$ cat config.mk
export PLATFORM = sky130hd
export DESIGN_NAME = pulse_sched_flat
export DESIGN_NICKNAME = d
export VERILOG_FILES = /design/src/rtl/pulse_sched_pkg.sv /design/src/rtl/pulse_sched_if.sv /design/src/rtl/rx_out_reg.sv /design/src/rtl/pulse_sched.sv /design/src/flat_wrapper.sv
export SDC_FILE = /design/constraint.sdc
export NUM_CORES = 1
export LEC_CHECK = 0
export CORE_MARGIN = 8
export CORE_UTILIZATION = 54
export DETAILED_ROUTE_END_ITERATION = 8
export GPL_TIMING_DRIVEN = 0
export PLACE_DENSITY_LB_ADDON = 0.2
export RECOVER_POWER = 50
export SETUP_SLACK_MARGIN = 0.1
export SLEW_MARGIN = 20
export SYNTH_ARGS = -nofsm -noshare
export SYNTH_HDL_FRONTEND = slang
export SYNTH_SLANG_ARGS = --single-unit
$ cat constraint.sdc
create_clock -name clk -period 5.9 [get_ports clk]
set_input_delay 1.18 -clock clk [delete_from_list [all_inputs] [get_ports clk]]
set_output_delay 1.18 -clock clk [all_outputs]
set_load 0.05 [all_outputs]
$ cat src/rtl/pulse_sched_pkg.sv
// Shared types and default widths for the per-trigger RF pulse scheduler.
// Imported by the scheduler top and its receive output register.
package pulse_sched_pkg;

    localparam int ADDR_W  = 14;
    localparam int RXCNT_W = 16;

    typedef enum logic [2:0] {
        ST_IDLE,
        ST_LEAD,
        ST_TX,
        ST_LAG,
        ST_RX,
        ST_DRAIN
    } state_t;

    function automatic int max_int(input int a, input int b);
        return (a > b) ? a : b;
    endfunction

endpackage

$ cat src/rtl/pulse_sched_if.sv
// AXI-Stream receive path from the pulse scheduler toward the RX DMA.
// The scheduler side is the master; the consumer side is the slave.
interface pulse_sched_if;

    logic [31:0] rx_tdata;
    logic        rx_tvalid;
    logic        rx_tlast;
    logic        rx_tready;

    modport master (
        output rx_tdata,
        output rx_tvalid,
        output rx_tlast,
        input  rx_tready
    );

    modport slave (
        input  rx_tdata,
        input  rx_tvalid,
        input  rx_tlast,
        output rx_tready
    );

endinterface

$ cat src/rtl/rx_out_reg.sv
// One-entry AXI-Stream output register for the receive window.
// A sample arriving while a beat is stuck is dropped and flags a sticky overrun.
module rx_out_reg
    import pulse_sched_pkg::*;
(
    input  logic          clk,
    input  logic          rstn,
    input  logic          cap_valid,
    input  logic [31:0]   cap_data,
    input  logic          cap_last,
    input  logic          set_last,
    pulse_sched_if.master rx,
    output logic          overrun
);

    logic pop;
    logic hold;

    assign pop  = rx.rx_tvalid && rx.rx_tready;
    // A held beat survives this edge only when the consumer is stalling it.
    assign hold = rx.rx_tvalid && !rx.rx_tready;

    // NOTE: sequential state uses non-blocking assignments and an async active-low reset.
    always_ff @(posedge clk or negedge rstn) begin
        if (!rstn) begin
            rx.rx_tdata  <= '0;
            rx.rx_tvalid <= 1'b0;
            rx.rx_tlast  <= 1'b0;
            overrun      <= 1'b0;
        end else begin
            if (cap_valid && !hold) begin
                rx.rx_tdata  <= cap_data;
                rx.rx_tvalid <= 1'b1;
                rx.rx_tlast  <= cap_last;
            end else if (pop) begin
                rx.rx_tvalid <= 1'b0;
                rx.rx_tlast  <= 1'b0;
            end

            // Only tlast may change on a stalled beat, so the stream still terminates.
            if (hold && (set_last || (cap_valid && cap_last))) begin
                rx.rx_tlast <= 1'b1;
            end

            if (hold && cap_valid) begin
                overrun <= 1'b1;
            end
        end
    end

endmodule

$ cat src/rtl/pulse_sched.sv
// Per-trigger pulse scheduler: PA lead, DAC playback, PA lag, then an ADC
// receive window streamed out over AXI-Stream. FSM and counters live here.
module pulse_sched
    import pulse_sched_pkg::*;
#(
    parameter int ADDR_W  = pulse_sched_pkg::ADDR_W,
    parameter int RXCNT_W = pulse_sched_pkg::RXCNT_W,
    parameter int PA_LEAD = 8,
    parameter int PA_LAG  = 4
) (
    input  logic               clk,
    input  logic               rstn,
    input  logic               enable,
    input  logic               trig,
    input  logic [ADDR_W-1:0]  txsmps,
    input  logic [RXCNT_W-1:0] rxsmps,
    input  logic [31:0]        adc_0,
    output logic [ADDR_W-1:0]  dac_0_addr,
    output logic               pa_en,
    pulse_sched_if.master      rx,
    output logic               busy,
    output logic               done,
    output logic               overrun,
    output logic [15:0]        trig_miss
);

    localparam int CNT_W = max_int(max_int(ADDR_W, RXCNT_W),
                                   $clog2(max_int(PA_LEAD, PA_LAG) + 1));

    state_t             state_q, state_d;
    logic [CNT_W-1:0]   cnt_q, cnt_d;
    logic [ADDR_W-1:0]  tx_len_q;
    logic [RXCNT_W-1:0] rx_len_q;
    logic               done_q, done_d;
    logic [15:0]        miss_q;

    logic run_state;
    logic abort;
    logic accept;
    logic lead_last;
    logic tx_last;
    logic lag_last;
    logic rx_last;
    logic drain_empty;

    assign run_state = (state_q == ST_LEAD) || (state_q == ST_TX) ||
                       (state_q == ST_LAG)  || (state_q == ST_RX);
    assign abort     = run_state && !enable;
    // A trigger landing on the done cycle is treated as a miss.
    assign accept    = (state_q == ST_IDLE) && !done_q && trig && enable;

    assign lead_last = (cnt_q == CNT_W'(PA_LEAD - 1));
    assign tx_last   = (cnt_q == CNT_W'(tx_len_q) - CNT_W'(1));
    assign lag_last  = (cnt_q == CNT_W'(PA_LAG - 1));
    assign rx_last   = (cnt_q == CNT_W'(rx_len_q) - CNT_W'(1));
    // Leave DRAIN on the cycle the last beat is handshaked, so done follows it directly.
    assign drain_empty = !rx.rx_tvalid || rx.rx_tready;

    // NOTE: every always_comb output gets a default first so no latch is inferred.
    always_comb begin
        state_d = state_q;
        unique case (state_q)
            ST_IDLE: begin
                if (accept) begin
                    if (txsmps != '0)      state_d = ST_LEAD;
                    else if (rxsmps != '0) state_d = ST_RX;
                end
            end
            ST_LEAD: begin
                if (abort)          state_d = ST_DRAIN;
                else if (lead_last) state_d = ST_TX;
            end
            ST_TX: begin
                if (abort) begin
                    state_d = ST_DRAIN;
                end else if (tx_last) begin
                    if (PA_LAG > 0)          state_d = ST_LAG;
                    else if (rx_len_q != '0) state_d = ST_RX;
                    else                     state_d = ST_IDLE;
                end
            end
            ST_LAG: begin
                if (abort)         state_d = ST_DRAIN;
                else if (lag_last) state_d = (rx_len_q != '0) ? ST_RX : ST_IDLE;
            end
            ST_RX: begin
                if (abort || rx_last) state_d = ST_DRAIN;
            end
            ST_DRAIN: begin
                if (drain_empty) state_d = ST_IDLE;
            end
            default: state_d = ST_IDLE;
        endcase
    end

    always_comb begin
        cnt_d  = (run_state && (state_d == state_q)) ? cnt_q + CNT_W'(1) : '0;
        done_d = ((state_q != ST_IDLE) && (state_d == ST_IDLE)) ||
                 (accept && (txsmps == '0) && (rxsmps == '0));
    end

    always_ff @(posedge clk or negedge rstn) begin
        if (!rstn) begin
            state_q  <= ST_IDLE;
            cnt_q    <= '0;
            done_q   <= 1'b0;
            tx_len_q <= '0;
            rx_len_q <= '0;
            miss_q   <= '0;
        end else begin
            state_q <= state_d;
            cnt_q   <= cnt_d;
            done_q  <= done_d;
            if (accept) begin
                tx_len_q <= txsmps;
                rx_len_q <= rxsmps;
            end
            if (trig && !accept && (miss_q != 16'hFFFF)) begin
                miss_q <= miss_q + 16'd1;
            end
        end
    end

    assign busy       = (state_q != ST_IDLE);
    assign pa_en      = (state_q == ST_LEAD) || (state_q == ST_TX) || (state_q == ST_LAG);
    assign dac_0_addr = (state_q == ST_TX) ? cnt_q[ADDR_W-1:0] : '0;
    assign done       = done_q;
    assign trig_miss  = miss_q;

    rx_out_reg u_rx_out_reg (
        .clk       (clk),
        .rstn      (rstn),
        .cap_valid ((state_q == ST_RX) && enable),
        .cap_data  (adc_0),
        .cap_last  (rx_last),
        .set_last  (abort),
        .rx        (rx),
        .overrun   (overrun)
    );

endmodule

$ cat src/flat_wrapper.sv
// flat-port wrapper written by rule: the top's interface ports become plain ports
module pulse_sched_flat import pulse_sched_pkg::*;
#(
    parameter int ADDR_W  = pulse_sched_pkg::ADDR_W,
    parameter int RXCNT_W = pulse_sched_pkg::RXCNT_W,
    parameter int PA_LEAD = 8,
    parameter int PA_LAG  = 4
)
  (clk, rstn, enable, trig, txsmps, rxsmps, adc_0, dac_0_addr, pa_en, busy, done, overrun, trig_miss, rx_rx_tdata, rx_rx_tvalid, rx_rx_tlast, rx_rx_tready);
  pulse_sched_if rx_i ();
  input  logic clk;
  input  logic rstn;
  input  logic enable;
  input  logic trig;
  input  logic [ADDR_W-1:0] txsmps;
  input  logic [RXCNT_W-1:0] rxsmps;
  input  logic [31:0] adc_0;
  output logic [ADDR_W-1:0] dac_0_addr;
  output logic pa_en;
  output logic busy;
  output logic done;
  output logic overrun;
  output logic [15:0] trig_miss;
  output wire logic [$bits(rx_i.rx_tdata)-1:0] rx_rx_tdata;
  output wire logic [$bits(rx_i.rx_tvalid)-1:0] rx_rx_tvalid;
  output wire logic [$bits(rx_i.rx_tlast)-1:0] rx_rx_tlast;
  input wire logic [$bits(rx_i.rx_tready)-1:0] rx_rx_tready;
  assign rx_rx_tdata = rx_i.rx_tdata;
  assign rx_rx_tvalid = rx_i.rx_tvalid;
  assign rx_rx_tlast = rx_i.rx_tlast;
  assign rx_i.rx_tready = rx_rx_tready;
  pulse_sched #(.ADDR_W(ADDR_W), .RXCNT_W(RXCNT_W), .PA_LEAD(PA_LEAD), .PA_LAG(PA_LAG)) u_core (.clk(clk), .rstn(rstn), .enable(enable), .trig(trig), .txsmps(txsmps), .rxsmps(rxsmps), .adc_0(adc_0), .dac_0_addr(dac_0_addr), .pa_en(pa_en), .rx(rx_i), .busy(busy), .done(done), .overrun(overrun), .trig_miss(trig_miss));
endmodule
==> flow_metrics.env, run 1 <==
export IMPL_ys_types=60
export IMPL_worstHoldPathType="reg2reg"
export IMPL_cts_buffers=9
export IMPL_final_layout_size_suffix_gt1_frac=0.0929
export IMPL_ant_nets=0
export IMPL_antenna_found_initial=1
export IMPL_violations="max-capacitance violations, max-slew violations"
export IMPL_die_area_um2=13700
export IMPL_fin_crit_ns=4.28
export IMPL_maxCapViolations=1
export IMPL_die_w_um=117
export IMPL_syn2layout_area_growth_pct=30.8
export IMPL_synth_seq_area_share=0.458
export IMPL_final_area_um2=7220
export IMPL_wl_met2_um=7400
export IMPL_place_gp_congestion=0.875
export IMPL_multi_input_area_um2=2810
export IMPL_grt_setup_unrepaired="no"
export IMPL_cts_root_buffer="clkbuf_8"
export IMPL_clock_skew_ns=0.0109
export IMPL_design_core_area_um2=10100
export IMPL_ys_warn_count=0
export IMPL_grt_usage=0.225
export IMPL_drc=0
export IMPL_clock_fmax_ghz=0.233
export IMPL_clkTransAtPathRegs_ns=0.09
export IMPL_nNetsFinal=787
export IMPL_netlist_instances=571
export IMPL_dr_pass1_iters=4
export IMPL_crit_family="buffers and inverters"
export IMPL_ys_flop_type="dfrtp_1"
export IMPL_final_cell_mix="104 x clkdlybuf4s50_1, 101 x dfrtp_1, 96 x nand2_1, 34 x xnor2_1, 33 x mux2_2"
export IMPL_path_buf_inv=3
export IMPL_synth_seq_cells=101
export IMPL_regArea_um2=2530
export IMPL_syn_nets=642
export IMPL_wl_met1_um=5780
export IMPL_finalMaxSlewViolations=46
export IMPL_period_share=0.726
export IMPL_power_density_nw_per_um2=466
export IMPL_synth_top_area_share=0.458
export IMPL_slowest_delay_ns=0.80
export IMPL_worstSetupPathType="reg2out"
export IMPL_p_leak_uw=0.00305
export IMPL_vias=4786
export IMPL_crit_chain="clkbuf_1 -> nor2b_1 -> nor2b_1 -> clkbuf_1 -> and2_1 -> clkdlybuf4s50_1"
export IMPL_outcome="finished with violations"
export IMPL_htreeDepth=3
export IMPL_drt_initial_drc_count=245
export IMPL_synth_edf_count=0
export IMPL_synthesis_area_um2=5520
export IMPL_arrival_ns=3.10
export IMPL_final_core_util=0.712
export IMPL_cp_end_kind="output port"
export IMPL_portBuffers=133
export IMPL_cts_hold_buf=0
export IMPL_wl_met3_um=1330
export IMPL_peakVddDrop_uv=340
export IMPL_initial_core_util=0.544
export IMPL_crit_path_max_fanout=10
export IMPL_startpoint_type="flip-flop"
export IMPL_worstMarginPinSlew_ns=2.48
export IMPL_grt_pass1_wl_um=24200
export IMPL_ys_top_cells_by_area="dfrtp_1 46%, mux2_2 6.7%, nand2_1 6.5%"
export IMPL_grt_max_degree=57
export IMPL_crit_slowest_cell="clkdlybuf4s50_1"
export IMPL_ios=135
export IMPL_layout_commonest_cell="clkdlybuf4s50_1"
export IMPL_placedInstanceArea_um2=7050
export IMPL_fill_cells=785
export IMPL_clk_latency_ns=0.37
export IMPL_cts_setup_buffers=0
export IMPL_postSynthAreaPerCell_um2=9.67
export IMPL_slew_headroom=-0.654
export IMPL_drt_wl_total_um=14700
export IMPL_die_y_um=117
export IMPL_cts_sinks=101
export IMPL_setup_viol=0
export IMPL_finalHoldViolCount=0
export IMPL_hpwl_um=11500
export IMPL_viasPerCell=5.58
export IMPL_yosys_area_top_type="dfrtp_1"
export IMPL_num_rows=37
export IMPL_grt_pass1_vias=5075
export IMPL_required_ns=4.72
export IMPL_top_layer="met4"
export IMPL_clockBufferDepth=2
export IMPL_grt_remaining_overflow=0
export IMPL_post_cts_resized=0
export IMPL_wire_per_inst_um=17.2
export IMPL_cts_tree="built"
export IMPL_async_flop_share=1.00
[metrics by stage]
| step | setup slack (ns) | std cells | setup TNS, ns | hold WS (ns) | total power [uW] |
|---|---|---|---|---|---|
| final | 1.62 | 858 | 0 | 0.490 | 3370 |
| after global routing | 1.44 | 858 | 0 | 0.520 | 3570 |
| after CTS | 1.60 | 857 | 0 | 0.496 | 3420 |
| after detailed placement | 2.03 | 841 | 0 | 0.465 | 3010 |
| after global placement | -0.0574 | 840 | -5.11 | 0.464 | 2940 |
| after floorplan | 2.89 | 571 | 0 | 0.460 | 2410 |
[synth_stat cells (all sizes together) (3+ instances only)]
| cell | instances |
|---|---|
| clkbuf | 28 |
| o31ai | 3 |
| o21ai | 10 |
| nor2 | 21 |
| a21oi | 10 |
| nor3 | 16 |
| dfrtp | 101 |
| mux2i | 4 |
| nand4b | 3 |
| nand3b | 3 |
| nand2 | 96 |
| nor3b | 6 |
| xor2 | 29 |
| xnor2 | 34 |
| a211oi | 3 |
| or3 | 5 |
| and2 | 21 |
| or4 | 4 |
| nand2b | 5 |
| mux2 | 33 |
| inv | 13 |
| and3 | 9 |
| nand3 | 17 |
| nand4 | 16 |
| nor2b | 6 |
| a31oi | 3 |
| ha | 4 |
| buf | 6 |
| nor4 | 32 |
[state kept, by name (all words and copies together) (netlist names)]
signal	flops
u_core.state_q	3
u_core.u_rx_out_reg.rx.rx_tvalid	1
u_core.u_rx_out_reg.overrun	1
u_core.u_rx_out_reg.rx.rx_tdata	32
u_core.trig_miss	16
u_core.done	1
u_core.cnt_q	16
u_core.tx_len_q	14
u_core.u_rx_out_reg.rx.rx_tlast	1
u_core.rx_len_q	16
[cell families after synthesis]
logic type	synth area share
AO/OA/AOI/OAI	0.0632
XOR/XNOR	0.100
AND/OR/NAND/NOR	0.261
flip-flops	0.458
multiplexers	0.0746
buffers and inverters	0.0340
adder cells (fa/ha/maj)	0.00907
[layer usage]
metal,vias up,GRT usage
li1,2294,-
met1,2330,0.258
met2,146,0.381
met3,16,0.0811
met4,0,0.0742
met5,-,0
[worst paths after layout]
kind                                             start                                  to  slack (ns)  depth (start not counted)
max in group asynchronous                         rstn  u_core.u_rx_out_reg.rx.rx_tdata[3]        2.92                          1
min reg2reg                u_core.u_rx_out_reg.overrun         u_core.u_rx_out_reg.overrun        0.49                          1
min in group asynchronous                         rstn                  u_core.tx_len_q[9]        1.57                          1
max reg2reg                         u_core.tx_len_q[0]                     u_core.cnt_q[8]        2.68                         10
max                                  u_core.state_q[1]                       dac_0_addr[8]        1.62                          6
min                        u_core.u_rx_out_reg.overrun         u_core.u_rx_out_reg.overrun        0.49                          1
[area by class of cell]
| class | instances | share of cell area |
|---|---|---|
| repair buffers | 134 | 0.187 |
| well taps | 136 | 0.0236 |
| diodes | 1 | 0.000347 |
| inverters | 13 | 0.00676 |
| plain buffers | 34 | 0.0192 |
| clock inverters | 7 | 0.00710 |
| multi-input cells | 423 | 0.388 |
| clock buffers | 9 | 0.0172 |
| flip-flops and latches | 101 | 0.350 |
[where the power goes]
| group | internal (uW) | switching, uW |
|---|---|---|
| Sequential | 942 | 241 |
| Clock | 155 | 253 |
| Combinational | 668 | 1110 |
| Total | 1760 | 1600 |
Note: power is estimated with default switching activity, not from simulation.
==> run 2: changes to the inputs <==
--- a/config.mk
+++ b/config.mk
@@ -6,7 +6,7 @@
 export NUM_CORES = 1
 export LEC_CHECK = 0
 export CORE_MARGIN = 8
-export CORE_UTILIZATION = 54
+export CORE_UTILIZATION = 45
 export DETAILED_ROUTE_END_ITERATION = 8
 export GPL_TIMING_DRIVEN = 0
 export PLACE_DENSITY_LB_ADDON = 0.2
==> constraint.sdc (replaced) <==
create_clock -name clk -period 3.7 [get_ports clk]
set_input_delay 0.74 -clock clk [delete_from_list [all_inputs] [get_ports clk]]
set_output_delay 0.74 -clock clk [all_outputs]
set_load 0.05 [all_outputs]
==> flow_metrics.env, run 2 (synthesis gave the netlist of run 1 again) <==
export IMPL_drc=0
export IMPL_ios=135
export IMPL_nNetsFinal=787
export IMPL_required_ns=2.96
export IMPL_vias=4730
export IMPL_placedInstanceArea_um2=7060
export IMPL_startpoint_type="flip-flop"
export IMPL_fill_cells=1035
export IMPL_grt_remaining_overflow=0
export IMPL_final_cell_mix="101 x dfrtp_1, 96 x nand2_1, 92 x clkdlybuf4s50_1, 34 x xnor2_1, 33 x mux2_2"
export IMPL_timing_hold_ws_ns=0.482
export IMPL_dr_pass1_iters=5
export IMPL_fin_crit_ns=3.44
export IMPL_grt_pass1_wl_um=24400
export IMPL_use_met1=0.215
export IMPL_worstSetupPathType="reg2out"
export IMPL_multi_input_area_um2=2810
export IMPL_outcome="finished with violations"
export IMPL_drt_initial_drc_count=295
export IMPL_layout_cells_non_filler=868
export IMPL_met3_usage=0.0742
export IMPL_busiest_layer="met2"
export IMPL_power_density_nw_per_um2=767
export IMPL_initial_core_util=0.460
export IMPL_final_layout_size_suffix_gt1_frac=0.0929
export IMPL_met2_usage=0.319
export IMPL_place_inst=852
export IMPL_design_core_area_um2=12000
export IMPL_cts_tree="built"
export IMPL_worstHoldPathType="reg2reg"
export IMPL_clock_skew_ns=0.00786
export IMPL_preCtsSetupSlack_ns=0.296
export IMPL_crit_path_max_fanout=10
export IMPL_peakVddDrop_uv=582
export IMPL_finalHoldViolCount=0
export IMPL_maxCapViolations=1
export IMPL_crit_chain="clkbuf_1 -> nor2b_1 -> nor2b_2 -> and2_1 -> clkdlybuf4s50_1"
export IMPL_clk_latency_ns=0.34
export IMPL_antenna_found_initial=1
export IMPL_viasPerCell=5.45
export IMPL_crit_slowest_cell="clkdlybuf4s50_1"
export IMPL_clock_fmax_ghz=0.291
export IMPL_clockBufferDepth=2
export IMPL_die_y_um=127
export IMPL_p_leak_uw=0.00314
export IMPL_num_rows=40
export IMPL_slew_headroom=-0.671
export IMPL_worst_slack_ns=0.258
export IMPL_cts_buffers=9
export IMPL_grt_usage=0.188
export IMPL_setup_viol=0
export IMPL_period_share=0.930
export IMPL_syn2layout_area_growth_pct=33.0
export IMPL_regArea_um2=2530
export IMPL_portBuffers=133
export IMPL_antenna_cells=0
export IMPL_ant_nets=0
export IMPL_largest_reg_flops=32
export IMPL_cts_root_buffer="clkbuf_16"
export IMPL_die_w_um=127
export IMPL_largest_register="u_core.u_rx_out_reg.rx.rx_tdata"
export IMPL_cts_sinks=101
export IMPL_finalMaxSlewViolations=46
export IMPL_final_area_um2=7340
export IMPL_grt_setup_unrepaired="no"
export IMPL_grt_max_degree=57
export IMPL_hpwl_um=11600
export IMPL_cts_hold_buf=0
export IMPL_wire_per_inst_um=17.2
export IMPL_htreeDepth=3
export IMPL_place_gp_congestion=0.868
export IMPL_final_core_util=0.611
export IMPL_grt_pass1_vias=4924
export IMPL_cp_end_kind="output port"
export IMPL_arrival_ns=2.70
export IMPL_violations="max-capacitance violations, max-slew violations"
export IMPL_layout_commonest_cell="dfrtp_1"
export IMPL_slowest_delay_ns=0.81
export IMPL_drt_wl_total_um=15000
export IMPL_clkTransAtPathRegs_ns=0.07
export IMPL_worstMarginPinSlew_ns=2.51
export IMPL_die_area_um2=16100
-- run 2: cell count changes in the layout (fill, tap and decap cells not counted), moves of 2 or more --
cell             before  now
clkdlybuf4s50_1     104   92
clkbuf_16             0    9
clkbuf_8              9    2
dlygate4sd2_1         0    7
clkdlybuf4s15_1       0    3
clkinv_2              2    0
dlygate4sd3_1        28   30
-- run 2: cell type report --
cell class                 count  area share
buffer                        34      0.0189
clock buffer                  12      0.0349
clock inverter                 4     0.00443
inverter                      13     0.00665
multi-input combinational    423       0.383
sequential                   101       0.344
tap                          147      0.0251
timing repair buffer         134       0.183
-- run 2: worst paths after layout --
kind / endpoint / start / slack, ns / cells past startpoint
worst min-delay path: u_core.u_rx_out_reg.overrun / u_core.u_rx_out_reg.overrun / 0.48 / 1
worst min register to register: u_core.u_rx_out_reg.overrun / u_core.u_rx_out_reg.overrun / 0.48 / 1
worst max register to register: u_core.cnt_q[8] / u_core.tx_len_q[0] / 0.48 / 10
min in group asynchronous: u_core.tx_len_q[9] / rstn / 1.17 / 1
max in group asynchronous: u_core.u_rx_out_reg.rx.rx_tdata[17] / rstn / 1.11 / 1
worst max-delay path: dac_0_addr[2] / u_core.state_q[1] / 0.26 / 5
-- run 2: worst max-delay path: cells and delay by family (launching register included) --
kind | cells | cell delay (ns)
buffers and inverters | 2 | 1.11
AND/OR/NAND/NOR | 3 | 0.94
flip-flops | 1 | 0.32
-- run 2: report_power, final --
group	switching [uW]	total (uW)	internal, uW
registers	381	1890	1510
logic	1760	2830	1060
clock network	418	914	496
-- run 2: routing by layer --
| metal | vias to the layer above | part of all wire | routed length (um) |
|---|---|---|---|
| li1 | 2293 | - | - |
| met1 | 2294 | 0.40 | 6010 |
| met2 | 129 | 0.50 | 7450 |
| met3 | 12 | 0.089 | 1340 |
| met4 | 2 | 0.010 | 154 |
| met5 | - | 0.00053 | 8 |
-- run 2: repair_timing --
item | 4_1_cts | 5_1_grt
pin swaps | 0 | 0
resized for setup | 11 | 3
setup endpoints to repair | 10 | 3
endpoints found under the hold margin | 0 | 0
buffers inserted | 0 | 0
-- run 2: per-stage QoR --
stage,TNS (ns),power [uW]
floorplan,0,3840
global placement,-188.94,4710
detailed placement,0,4790
CTS,0,5730
global route,0,5960
finish,0,5630
